File: src/rtl/adder16_operand_feeder.sv
// adder16_operand_feeder
//   Buffers operand pairs from a producer in a small FIFO, issues them one per
//   cycle into an external pipelined 16-bit adder and captures the adder's
//   result when the matching issue has travelled through a valid tracker.
//
// Parameters
//   DEPTH     operand FIFO entries (power of two, >= 2)
//   PIPE_LAT  edges from add_a/add_b/add_cin change to matching add_sum valid
//
// Ports
//   clk                     rising-edge clock
//   reset                   asynchronous active-low reset
//   in_a, in_b, in_cin      operand pair + carry offered by producer
//   in_valid / in_ready     producer handshake (ready from registered count)
//   pipe_hold               blocks issue to the adder (bubble inserted)
//   add_a, add_b, add_cin   registered operands into the adder (0 on bubble)
//   add_sum, add_cout       adder results
//   res_sum, res_cout       captured result for the consumer
//   res_valid               one-cycle pulse per captured result
//   fifo_count              entries currently held
//   issue_count             (only with FEEDER_ISSUE_CNT_EN) wrapping issue count
//
// Optional feature macro: FEEDER_ISSUE_CNT_EN
module adder16_operand_feeder #(
  parameter int DEPTH    = 4,
  parameter int PIPE_LAT = 4
) (
  input  logic                     clk,
  input  logic                     reset,
  input  logic [15:0]              in_a,
  input  logic [15:0]              in_b,
  input  logic                     in_cin,
  input  logic                     in_valid,
  output logic                     in_ready,
  input  logic                     pipe_hold,
  output logic [15:0]              add_a,
  output logic [15:0]              add_b,
  output logic                     add_cin,
  input  logic [15:0]              add_sum,
  input  logic                     add_cout,
  output logic [15:0]              res_sum,
  output logic                     res_cout,
  output logic                     res_valid,
  output logic [$clog2(DEPTH):0]   fifo_count
`ifdef FEEDER_ISSUE_CNT_EN
  ,
  output logic [15:0]              issue_count
`endif
);

  localparam int AW = $clog2(DEPTH);
  localparam int CW = AW + 1;

  logic [AW-1:0]   wptr;
  logic [AW-1:0]   rptr;
  logic [CW-1:0]   cnt;
  logic [CW-1:0]   cnt_nxt;
  logic [32:0]     mem [DEPTH];
  logic [PIPE_LAT:0] trk;
  logic            push;
  logic            issue;

  // Ready depends on the registered count only, so a full FIFO refuses a push
  // even on an edge where it also pops.
  assign in_ready   = (cnt < CW'(DEPTH));
  assign push       = in_valid & in_ready;
  assign issue      = (cnt != '0) & ~pipe_hold;
  assign fifo_count = cnt;

  always_comb begin
    cnt_nxt = cnt;
    unique case ({push, issue})
      2'b10:   cnt_nxt = cnt + CW'(1);
      2'b01:   cnt_nxt = cnt - CW'(1);
      default: cnt_nxt = cnt;
    endcase
  end

  always_ff @(posedge clk or negedge reset) begin
    if (!reset) begin
      cnt  <= '0;
      wptr <= '0;
      rptr <= '0;
      for (int unsigned i = 0; i < DEPTH; i++) mem[i] <= '0;
    end else begin
      cnt <= cnt_nxt;
      if (push) begin
        mem[wptr] <= {in_cin, in_a, in_b};
        wptr      <= wptr + AW'(1);
      end
      if (issue) rptr <= rptr + AW'(1);
    end
  end

  // Operand registers present zeros on a bubble so the adder sees a clean idle.
  always_ff @(posedge clk or negedge reset) begin
    if (!reset) begin
      add_a   <= '0;
      add_b   <= '0;
      add_cin <= 1'b0;
    end else if (issue) begin
      {add_cin, add_a, add_b} <= mem[rptr];
    end else begin
      add_a   <= '0;
      add_b   <= '0;
      add_cin <= 1'b0;
    end
  end

  // Tracker stage k holds the issue flag from k edges ago; the tail lines up
  // with the edge after the adder output becomes valid.
  always_ff @(posedge clk or negedge reset) begin
    if (!reset) begin
      trk <= '0;
    end else begin
      trk <= {trk[PIPE_LAT-1:0], issue};
    end
  end

  always_ff @(posedge clk or negedge reset) begin
    if (!reset) begin
      res_sum   <= '0;
      res_cout  <= 1'b0;
      res_valid <= 1'b0;
    end else if (trk[PIPE_LAT]) begin
      res_sum   <= add_sum;
      res_cout  <= add_cout;
      res_valid <= 1'b1;
    end else begin
      res_valid <= 1'b0;
    end
  end

`ifdef FEEDER_ISSUE_CNT_EN
  always_ff @(posedge clk or negedge reset) begin
    if (!reset)     issue_count <= '0;
    else if (issue) issue_count <= issue_count + 16'd1;
  end
`endif

endmodule
File: config.mk
export PLATFORM = sky130hd
export DESIGN_NAME = adder16_operand_feeder
export DESIGN_NICKNAME = d
export VERILOG_FILES = /design/src/rtl/adder16_operand_feeder.sv
export SDC_FILE = /design/constraint.sdc
export NUM_CORES = 1
export LEC_CHECK = 0
export BUFFER_PORTS_ARGS = -buffer_cell sky130_fd_sc_hd__buf_2
export CORE_MARGIN = 2
export CORE_UTILIZATION = 37
export DETAILED_ROUTE_END_ITERATION = 16
export PLACE_DENSITY_LB_ADDON = 0.12
export SLEW_MARGIN = 30
export SYNTH_ARGS = -nofsm -noshare
export SYNTH_HDL_FRONTEND = slang
export SYNTH_SLANG_ARGS = --single-unit
File: constraint.sdc
create_clock -name clk -period 2.3 [get_ports clk]
set_input_delay 0.46 -clock clk [delete_from_list [all_inputs] [get_ports clk]]
set_output_delay 0.46 -clock clk [all_outputs]
set_load 0.03 [all_outputs]
---- After elaboration in Yosys (flattened, before gate mapping) ----
Cells that the tools add are included.
cells by class
  reductions and logical operators ........ 3
  divide/modulo/power cells ............... 0
  $add $sub $neg .......................... 4
  eq/ne operators ......................... 2
  shift operators ......................... 0
  order comparisons ....................... 4
  $mul .................................... 0
  bitwise gates (word level) .............. 5
  multiplexer cells ....................... 11
operator list
  operator                                                               count
  132-bit bitwise mux                                                    1
  33-bit two-way mux                                                     3
  33-bit binary-select mux with 2-bit select                             1
  33-bit demux with 2-bit select                                         1
  16-bit two-way mux                                                     2
  3-bit >= comparator, second input constant                             2
  2-bit inverter with 3-bit output                                       2
  3-bit case mux with 2 select lines                                     1
  2-bit by 1-bit adder with 2-bit output, second input constant          2
  3-bit by 1-bit adder with 3-bit output, second input constant          1
  3-bit by 1-bit < comparator with 1-bit output, second input constant   1
  3-bit < comparator, second input constant                              1
  3-bit nonzero test                                                     1
  3-bit by 1-bit subtractor with 3-bit output, second input constant     1
  1-bit AND                                                              2
  2-bit by 1-bit equality test with 1-bit output, second input constant  1
  2-bit equality test, second input constant                             1
  1-bit two-way mux                                                      2
  2-bit nonzero test                                                     1
  1-bit logical AND                                                      1
  1-bit inverter                                                         1
word-level totals
  register bits ........................... 195
  memories ................................ 0
  ROM bits ................................ 0
  bits in latches ......................... 0
  bits of input ports ..................... 54
  memory bits (writable) .................. 0
  logic and storage cells ................. 43

---- Logic depth before layout (Yosys ltp) ----
Gate-level depths: netlist of run 1.
  depth after elaboration ................. 6
  mapped depth ............................ 9
  mapped depth without buffers ............ 8

---- Worst setup path after synthesis of run 1 ----
No wires, ideal clock.
  path type ............................... register to register
  from .................................... register cnt[0] (netlist: fifo_count[0])
  to ...................................... register cnt[2] (netlist: fifo_count[2])
  path slack .............................. 0.067 ns
  clock period less this slack ............ 2.233 ns
  stages on the path, launching flop included .. 10
  required time ........................... 2.168 ns
  arrival ................................. 2.101 ns
  cell sequence ........................... dfrtp_1 -> nor3_1 -> nor2_1 -> clkbuf_1 -> ha_1 -> inv_1 -> fa_1 -> xor2_1 -> nor2_1 -> xnor2_1
between the ends
  word-level cells in the longest chain between the ends .. 4
  elaborated cells on any way between the ends .. 10
  classes of those cells .................. 2 x add/sub; 1 x order compare; 2 x eq/ne; 1 x mux; 2 x bitwise; 2 x reduce/logical
RTL lines
  item                                                                                   line  RTL
  from (decl)                                                                            56    logic [CW-1:0] cnt;
  from (signal assigned)                                                                 86    cnt <= cnt_nxt;
  3-bit nonzero test *                                                                   67    assign issue = (cnt != '0) & ~pipe_hold;
  1-bit AND *                                                                            67
  net issue                                                                              61    logic issue;
  2-bit by 1-bit equality test with 1-bit output or 2-bit equality test (tied branches)  72    unique case ({push, issue})
  3-bit case mux with 2 select lines or 2-bit nonzero test (tied branches)               -
Mark *: on every way through the listed nets, which the timed path passes. The rest lies on a longest branch.
A chain may end at the register's enable or synchronous reset.

---- Final worst setup path of run 1 ----
  from .................................... register cnt[0] (netlist: fifo_count[0])
  to ...................................... register cnt[2] (netlist: fifo_count[2])
between the ends
  word-level cells in the longest chain between the ends .. 4
  elaborated cells on any way between the ends .. 10
  classes of those cells .................. 2 x add/sub; 1 x order compare; 2 x eq/ne; 1 x mux; 2 x bitwise; 2 x reduce/logical
RTL lines
  item                                                                                   line
  3-bit < comparator or 3-bit nonzero test (tied branches)                               65, 67
  1-bit AND (on tied branches)                                                           66, 67
  2-bit by 1-bit equality test with 1-bit output or 2-bit equality test (tied branches)  72
  3-bit case mux with 2 select lines or 2-bit nonzero test (tied branches)               -
Several ways; a longest one is shown, not always the timed one.

==> results of run 1 <==
per-stage QoR:
step	utilization	area, um2
after floorplan	-	7990
after global placement	0.423	8920
after detailed placement	0.423	8920
after CTS	0.451	9520
after global routing	0.451	9520
final	0.452	9520
cell type report:
type | instances | area, um2
Tap cell | 275 | 344
Antenna cell | 1 | 2.50
Sequential cell | 195 | 4880
Clock inverter | 12 | 144
Inverter | 7 | 26.3
Clock buffer | 20 | 457
Multi-Input combinational cell | 239 | 2880
Fill cell | 1906 | 11600
Timing Repair Buffer | 123 | 787
cells by family (layout without fill, tap and decap cells):
family | count (synthesis) | after routing | synth area share
other cells | 0 | 1 | 0
compound gates | 1 | 1 | 0.000626
mux | 183 | 183 | 0.307
simple gates | 43 | 43 | 0.0352
xor+xnor | 6 | 6 | 0.00658
flops | 195 | 195 | 0.611
fa+ha+maj | 6 | 6 | 0.0103
buf+inv | 33 | 162 | 0.0295
worst paths after layout:
kind / endpoint / slack [ns] / cells after the start
worst min register to register: trk[1] / 0.35 / 0
max in group asynchronous: res_sum[5] / 1.60 / 2
worst min-delay path: add_b[10] / 0.03 / 1
worst max-delay path: fifo_count[2] / 0.53 / 8
worst max register to register: fifo_count[2] / 0.53 / 8
min in group clk: res_sum[11] / 0.27 / 2
sequential cells by signal (all words and copies together) (netlist names):
name / flops
trk: 5
add_a: 16
wptr: 2
rptr: 2
add_cin: 1
mem: 132
fifo_count: 3
res_cout: 1
res_valid: 1
res_sum: 16
add_b: 16
cell usage after synthesis (2+ instances only):
| master | n |
|---|---|
| dfrtp_1 | 195 |
| mux2_2 | 140 |
| and2_1 | 33 |
| mux4_2 | 28 |
| buf_4 | 13 |
| mux2_1 | 9 |
| inv_1 | 7 |
| buf_2 | 5 |
| ha_1 | 5 |
| mux4_1 | 5 |
| clkbuf_1 | 4 |
| nand2_4 | 4 |
| buf_12 | 3 |
| xnor2_1 | 3 |
| xor2_1 | 3 |
| nor2_1 | 2 |
power by group:
| part | internal, W | switching (W) | total [W] |
|---|---|---|---|
| combinational | 0.00269 | 0.00208 | 0.00477 |
| clock | 0.00168 | 0.00133 | 0.00301 |
| sequential | 0.00498 | 0.000828 | 0.00581 |
metal layers:
metal	vias to the layer above	part of all wire	track usage
met5	-	0	0
met4	0	0.0087	0.0393
met3	13	0.044	0.0322
met2	97	0.50	0.257
met1	2242	0.44	0.190
li1	1909	-	-
layout by cell type (no fill, tap or decap), types with 2 or more instances in the layout:
cell type / n
nand2_4: 4
xor2_1: 3
buf_4: 5
mux4_1: 5
ha_1: 5
clkinv_4: 2
and2_1: 33
buf_12: 10
bufinv_16: 2
inv_6: 5
dfrtp_1: 193
clkbuf_16: 17
buf_2: 107
mux2_2: 140
dfrtp_2: 2
mux4_2: 28
inv_1: 7
xnor2_1: 3
clkbuf_8: 3
clkinvlp_4: 3
mux2_1: 9
worst max-delay path, delay by kind of cell, from the launching register on:
kind / cells / cell delay (ns)
adders and majority gates: 2 / 0.40
buffers and inverters: 1 / 0.07
DFF: 1 / 0.43
and+or+nand+nor: 3 / 0.50
xor gates and xnor gates: 2 / 0.27
==> flow_metrics.tcl, run 1 <==
set metrics [dict create \
    numCtsBuffers 17 \
    synth_ff_type "dfrtp_1" \
    port_buffers 108 \
    fin_crit_sh 0.769 \
    hold_path.class "in2async" \
    cp-start-kind "flip-flop" \
    ant_nets 0 \
    critical_path.endpoint_type "flip-flop" \
    drv_cap 0 \
    setup_ws_ns 0.532 \
    synth_nets 527 \
    cp-startpoint "fifo_count[0]" \
    rsz0062_at_grt "false" \
    cp.required_ns 2.61 \
    synthTopCellsByArea "dfrtp_1, mux2_2, mux4_2" \
    ctsHoldBuffers 0 \
    crit_path_max_fanout 4 \
    area_growth_pct 19.2 \
    yosysTopAreaCell "dfrtp_1" \
    worstReg2RegStart "fifo_count[0]" \
    rows 53 \
    arrival_ns 2.08 \
    cts_tree "done" \
    avgSynthCellArea_um2 17.1 \
    insertion_delay_ns 0.43 \
    final.setup_skew_ns 0.00945 \
    drive_gt1_frac 0.552 \
    dp_cells 839 \
    core_um2 21100 \
    grt_pass1_vias 4720 \
    slew_headroom 0.560 \
    drc 0 \
    clkSinkCount 195 \
    powerDensity_nw_per_um2 1430 \
    cts_setup_buffers 0 \
    cpMaxStageDelayCell "dfrtp_1" \
    die_area_um2 22800 \
    gp_congestion 0.685 \
    clk_pin_slew_ns 0.07 \
    yosysWarnings 0 \
    crit_chain "nor3_1 -> nor2_4 -> ha_1 -> inv_1 -> fa_1 -> xor2_1 -> nor2_1 -> xnor2_1" \
    synth_edf_count 0 \
    fin_crit_ns 1.77 \
    synth_cell_types 24 \
    die_x_um 151 \
    cts-resized-gates 0 \
    nets 643 \
    hold_viol_final 0 \
    ys_ff_latch 195 \
    netlist_instances 467 \
    whs_ns 0.0288 \
    stdcell_count 872 \
    start_util 0.379 \
    wl_um 15800 \
    worst_slew_pin_slew_ns 0.660 \
    die_y_um 151 \
    grt_remaining_overflow 0 \
    drt_iter0_markers 125 \
    seq_area_frac_synth 0.611 \
    clockRootBuffer "clkbuf_16" \
    grt_pass1_wl_um 25600 \
    syn_area_um2 7990 \
    tns_ns 0 \
    vias 4261 \
    max_stage_delay_ns 0.43 \
    grtUsageTotal 0.149 \
    vias_per_cell 4.89 \
    clock.fmax_ghz 0.566 \
    cts_max_level 4 \
    grt_antenna_before_repair 1 \
    dpl.hpwl_um 10100 \
    ioPinCount 109 \
    critical_path_class "reg2reg" \
    leakage_nw 4.39 \
    cts_max_path_buffers 2 \
    place_ws_ns 0.436 \
    routedWlPerCell_um 18.1 \
    setup_viol 0 \
    total_power_w 0.0136 \
    slew_violations 0 \
    grt_start_max_net_pins 65 \
    peakVddDrop_mv 0.585 \
    yosysTopAreaCellShare 0.611 \
    status "complete, no violations" \
    ys_async_sr_fraction 1.00 \
    firstDrtPassIters 4 \
]
Power figures use the tool's default switching activity.
==> inputs of run 2 (changes only) <==
==> constraint.sdc (replaced) <==
create_clock -name clk -period 1.7 [get_ports clk]
set_input_delay 0.34 -clock clk [delete_from_list [all_inputs] [get_ports clk]]
set_output_delay 0.34 -clock clk [all_outputs]
set_load 0.03 [all_outputs]
==> flow_metrics.tcl, run 2 (synthesis gave the netlist of run 1 again) <==
set metrics [dict create \
    status "complete, no violations" \
    worstReg2RegStart "fifo_count[0]" \
    vias 4314 \
    nets 654 \
    port_buffers 108 \
    cts_max_path_buffers 2 \
    numCtsBuffers 17 \
    die_x_um 151 \
    arrival_ns 1.27 \
    powerDensity_nw_per_um2 1900 \
    tns_ns 0 \
    peakVddDrop_mv 0.991 \
    cp-startpoint "fifo_count[2]" \
    clk_pin_slew_ns 0.07 \
    drc 0 \
    die_area_um2 22800 \
    worst_slew_pin_slew_ns 0.428 \
    drt_iter0_markers 129 \
    insertion_delay_ns 0.43 \
    cp-start-kind "flip-flop" \
    final_cell_mix "dfrtp_1, mux2_2, buf_2" \
    clkPwrFrac 0.205 \
    wl_um 15600 \
    drv_cap 0 \
    hold_viol_final 0 \
    power_switching_w 0.00579 \
    critical_path.endpoint_type "primary output" \
    combPwrFrac 0.375 \
    rows 53 \
    grt_remaining_overflow 0 \
    cts_max_level 4 \
    fin_crit_sh 0.949 \
    clockRootBuffer "clkbuf_16" \
    leakage_nw 4.45 \
    start_util 0.379 \
    pwr-share-seq 0.420 \
    grt_pass1_wl_um 24600 \
    final.setup_skew_ns 0.00752 \
    vias_per_cell 4.89 \
    drive_gt1_frac 0.570 \
    layout_commonest_cell "dfrtp_1" \
    gp_congestion 0.687 \
    crit_path_max_fanout 3 \
    setup_viol 0 \
    grt_antenna_before_repair 2 \
    cpMaxStageDelayCell "dfrtp_2" \
    r2r-end "fifo_count[2]" \
    critical_path_class "reg2out" \
    ant_nets 0 \
    fin_crit_ns 1.61 \
    cts_tree "done" \
    grt_pass1_vias 4576 \
    rrSetupSlack_ns 0.12 \
    hold_path.class "in2reg" \
    rr_worst_depth 8 \
    dpl.hpwl_um 10000 \
    die_y_um 151 \
    crit_chain "buf_4 -> inv_1 -> buf_2" \
    area_growth_pct 21.2 \
    firstDrtPassIters 4 \
    slew_headroom 0.714 \
    endpoint "in_ready" \
    intPower_w 0.0126 \
    routedWlPerCell_um 17.6 \
    registers.top_by_ff_count "mem" \
    core_um2 21100 \
    final_core_util 0.459 \
    clock.fmax_ghz 0.620 \
    total_power_w 0.0184 \
    swShare 0.314 \
    max_stage_delay_ns 0.43 \
    grt_start_max_net_pins 54 \
    grtUsageTotal 0.145 \
    clkSinkCount 195 \
    largest_reg_flops 132 \
    ioPinCount 109 \
    slew_violations 0 \
    cp.required_ns 1.36 \
]
[run 2: changes by cell type in the layout (fill, tap and decap cells not counted), moves of 2 or more]
cell | previous run | this run
buf_12 | 10 | 17
buf_4 | 5 | 8
bufinv_16 | 2 | 0
clkinv_4 | 2 | 5
clkinvlp_4 | 3 | 5
dfrtp_1 | 193 | 190
dfrtp_2 | 2 | 5
inv_6 | 5 | 1
[run 2: worst max-delay path: cells and delay by family, from the launching register on]
family   cells  cell delay [ns]
buf+inv      3             0.41
flops        1             0.43
[run 2: area by class of cell]
cell class / instances / area, um2
Sequential cell: 195 / 4890
Timing Repair Buffer: 134 / 960
Multi-Input combinational cell: 239 / 2910
Antenna cell: 1 / 2.50
Fill cell: 1872 / 11400
Clock buffer: 20 / 457
Inverter: 7 / 26.3
Clock inverter: 12 / 101
Tap cell: 275 / 344
[run 2: stage by stage]
step           instance area [um2]  worst slack [ns]  hold slack (ns)  instances
5_1_grt                       9680          -0.00732            0.121        882
4_1_cts                       9650            0.0604            0.117        879
3_5_place_dp                  9080            0.0336            0.294        846
6_report                      9680            0.0860            0.138        883
3_3_place_gp                  9080            0.0716            0.293        846
2_1_floorplan                 8020            -0.187           0.0444        467
[run 2: worst min path at each step]
stage | startpoint | end | slack, ns | depth (start not counted)
CTS | add_sum[5] | res_sum[5] | 0.12 | 2
global route | add_sum[6] | res_sum[6] | 0.12 | 2
detailed placement | reset | add_b[8] | 0.29 | 1
finish | add_sum[5] | res_sum[5] | 0.14 | 2
floorplan | reset | add_a[0] | 0.04 | 0
global placement | reset | add_b[8] | 0.29 | 1
[run 2: routing by layer]
layer,share of wire,GRT usage,vias to the layer above
met5,0.00083,0,-
met4,0.013,0.0556,2
met3,0.052,0.0380,15
met2,0.49,0.239,105
met1,0.45,0.183,2268
li1,-,-,1924
[run 2: repair_timing]
item,in CTS,in global routing
hold endpoints to repair,37,0
setup buffers,0,3
endpoints found under the setup margin,0,1
gates resized for setup,0,1
hold buffers,1,0
[run 2: power groups by stage]
stage                     Combinational [W]  Sequential (W)  Clock [W]
final                               0.00690         0.00774    0.00377
after global routing                0.00746         0.00800    0.00410
after CTS                           0.00698         0.00775    0.00390
after detailed placement            0.00696         0.00784          0
after global placement              0.00683         0.00772          0
after floorplan                     0.00457         0.00829          0
==> inputs of run 3 (changes only) <==
--- a/config.mk
+++ b/config.mk
@@ -6,11 +6,12 @@
 export NUM_CORES = 1
 export LEC_CHECK = 0
 export BUFFER_PORTS_ARGS = -buffer_cell sky130_fd_sc_hd__buf_2
-export CORE_MARGIN = 2
 export CORE_UTILIZATION = 37
 export DETAILED_ROUTE_END_ITERATION = 16
+export GPL_TIMING_DRIVEN = 0
 export PLACE_DENSITY_LB_ADDON = 0.12
 export SLEW_MARGIN = 30
 export SYNTH_ARGS = -nofsm -noshare
 export SYNTH_HDL_FRONTEND = slang
 export SYNTH_SLANG_ARGS = --single-unit
+export TNS_END_PERCENT = 50
==> flow_metrics.tcl, run 3 (synthesis gave the netlist of run 1 again) <==
set metrics [dict create \
    status "finished with violations" \
    failed_checks "setup timing" \
    registers.top_by_ff_count "mem" \
    drt_iter0_markers 102 \
    leakage_nw 4.44 \
    insertion_delay_ns 0.44 \
    combPwrFrac 0.373 \
    ant_nets 0 \
    die_area_um2 22200 \
    grtUsageTotal 0.156 \
    setup_viol 2 \
    rr_worst_depth 7 \
    worst_slew_pin_slew_ns 0.539 \
    final_cell_mix "dfrtp_1, mux2_2, buf_2" \
    crit_chain "nor3_4 -> nor2_4 -> clkbuf_16 -> ha_4 -> inv_2 -> fa_2 -> mux2i_1" \
    critical_path.endpoint_type "flip-flop" \
    layout_commonest_cell "dfrtp_1" \
    critical_path_class "reg2reg" \
    cp.required_ns 2.06 \
    min_to "res_sum[15]" \
    dpl_cell_area_um2 8970 \
    fin_crit_sh 1.02 \
    cts_max_path_buffers 2 \
    hold_path.class "in2reg" \
    vias 4332 \
    pwr-share-seq 0.417 \
    grt_start_max_net_pins 72 \
    dpl.hpwl_um 10500 \
    grt_pass1_wl_um 25700 \
    vias_per_cell 4.86 \
    design_area_um2 9620 \
    rows 53 \
    final.setup_skew_ns 0.0136 \
    clock.fmax_ghz 0.577 \
    nets 662 \
    powerDensity_nw_per_um2 1910 \
    die_y_um 149 \
    wl_um 15900 \
    core_um2 21100 \
    crit_path_max_fanout 2 \
    grt_remaining_overflow 0 \
    power_switching_w 0.00593 \
    swShare 0.322 \
    peakVddDrop_mv 1.02 \
    cts_max_level 4 \
    setup_ws_ns -0.0330 \
    total_power_w 0.0184 \
    die_x_um 149 \
    cp-start-kind "flip-flop" \
    gp_congestion 0.681 \
    min_from "add_sum[15]" \
    firstDrtPassIters 4 \
    drc 0 \
    clkPwrFrac 0.210 \
    r2r-end "fifo_count[1]" \
    final_core_util 0.456 \
    grt_pass1_vias 4714 \
    slew_violations 0 \
    cpMaxStageDelayCell "dfrtp_2" \
    stdcell_count 891 \
    clkSinkCount 195 \
    slew_headroom 0.641 \
    rrSetupSlack_ns -0.03 \
    fin_crit_ns 1.73 \
    max_stage_delay_ns 0.43 \
    cts_tree "done" \
    worstReg2RegStart "fifo_count[1]" \
    largest_reg_flops 132 \
    min_path_cells 2 \
    ioPinCount 109 \
    routedWlPerCell_um 17.8 \
    hold_viol_final 0 \
    clockRootBuffer "clkbuf_16" \
    drive_gt1_frac 0.572 \
    port_buffers 108 \
    grt_antenna_before_repair 2 \
    dp_cells 852 \
    rsz0062_at_grt "true" \
    clk_pin_slew_ns 0.08 \
    numCtsBuffers 17 \
    start_util 0.379 \
    intPower_w 0.0125 \
    arrival_ns 2.09 \
    area_growth_pct 20.5 \
    n_fill_cell 1865 \
    drv_cap 0 \
]
==> run 3: cell types whose count changed in the layout (fill, tap and decap cells not counted), moves of 3 or more <==
cell / delta
buf_12: -14
buf_2: +5
buf_4: +10
clkbuf_8: -3
clkinv_4: -4
inv_6: +3
inv_8: +3
==> run 3: worst max path at each step <==
stage                   from            end  slack [ns]  cells after the start
6_report       fifo_count[1]  fifo_count[1]       -0.03                      7
5_1_grt        fifo_count[1]  fifo_count[2]       -0.13                      9
4_1_cts              rptr[1]        add_cin       -0.08                      4
3_5_place_dp   fifo_count[0]  fifo_count[2]       -0.47                      9
3_3_place_gp           reset  fifo_count[0]       -3.16                      1
2_1_floorplan  fifo_count[2]  fifo_count[2]       -0.19                      9
==> run 3: stage by stage <==
| step | TNS (ns) | hold slack [ns] | setup slack (ns) |
|---|---|---|---|
| CTS | -1.35 | 0.113 | -0.0816 |
| finish | -0.0570 | 0.130 | -0.0330 |
| global placement | -545.86 | 0.332 | -3.16 |
| detailed placement | -1.75 | 0.336 | -0.475 |
| floorplan | -0.291 | 0.0444 | -0.195 |
| global route | -0.236 | 0.119 | -0.128 |
==> run 3: power groups by stage <==
stage | clock [W] | sequential, W | combinational, W
global route | 0.00417 | 0.00796 | 0.00746
detailed placement | 0 | 0.00776 | 0.00693
finish | 0.00387 | 0.00768 | 0.00687
CTS | 0.00397 | 0.00767 | 0.00706
global placement | 0 | 0.00761 | 0.00676
floorplan | 0 | 0.00829 | 0.00457
==> run 3: timing repair <==
| action | CTS | global route |
|---|---|---|
| buffers inserted | 5 | 1 |
| hold buffers | 1 | 0 |
| endpoints found under the setup margin | 31 | 31 |
| resized for setup | 5 | 2 |
| endpoints found under the hold margin | 68 | 0 |
| pin swaps | 5 | 6 |
==> run 3: routing by layer <==
layer,up-vias,wire length [um],GRT usage
met5,-,13,0
met4,2,237,0.0536
met3,23,696,0.0364
met2,94,7730,0.256
met1,2268,7200,0.204
li1,1945,-,-
==> run 3: worst max-delay path, delay by kind of cell, from the launching register on <==
| family | cells | cell delay (ns) |
|---|---|---|
| fa+ha+maj | 2 | 0.57 |
| flops | 1 | 0.43 |
| simple gates | 2 | 0.31 |
| buf+inv | 2 | 0.20 |
| mux | 1 | 0.14 |
==> run 3: cell type report <==
type	instances	area (um2)	share of cell area
Antenna cell	1	2.50	0.000260
Buffer	25	231	0.0241
Multi-Input combinational cell	239	2910	0.302
Inverter	7	26.3	0.00273
Timing Repair Buffer	117	661	0.0687
Clock buffer	17	425	0.0442
Clock inverter	15	143	0.0148
Tap cell	275	344	0.0358
Sequential cell	195	4880	0.508
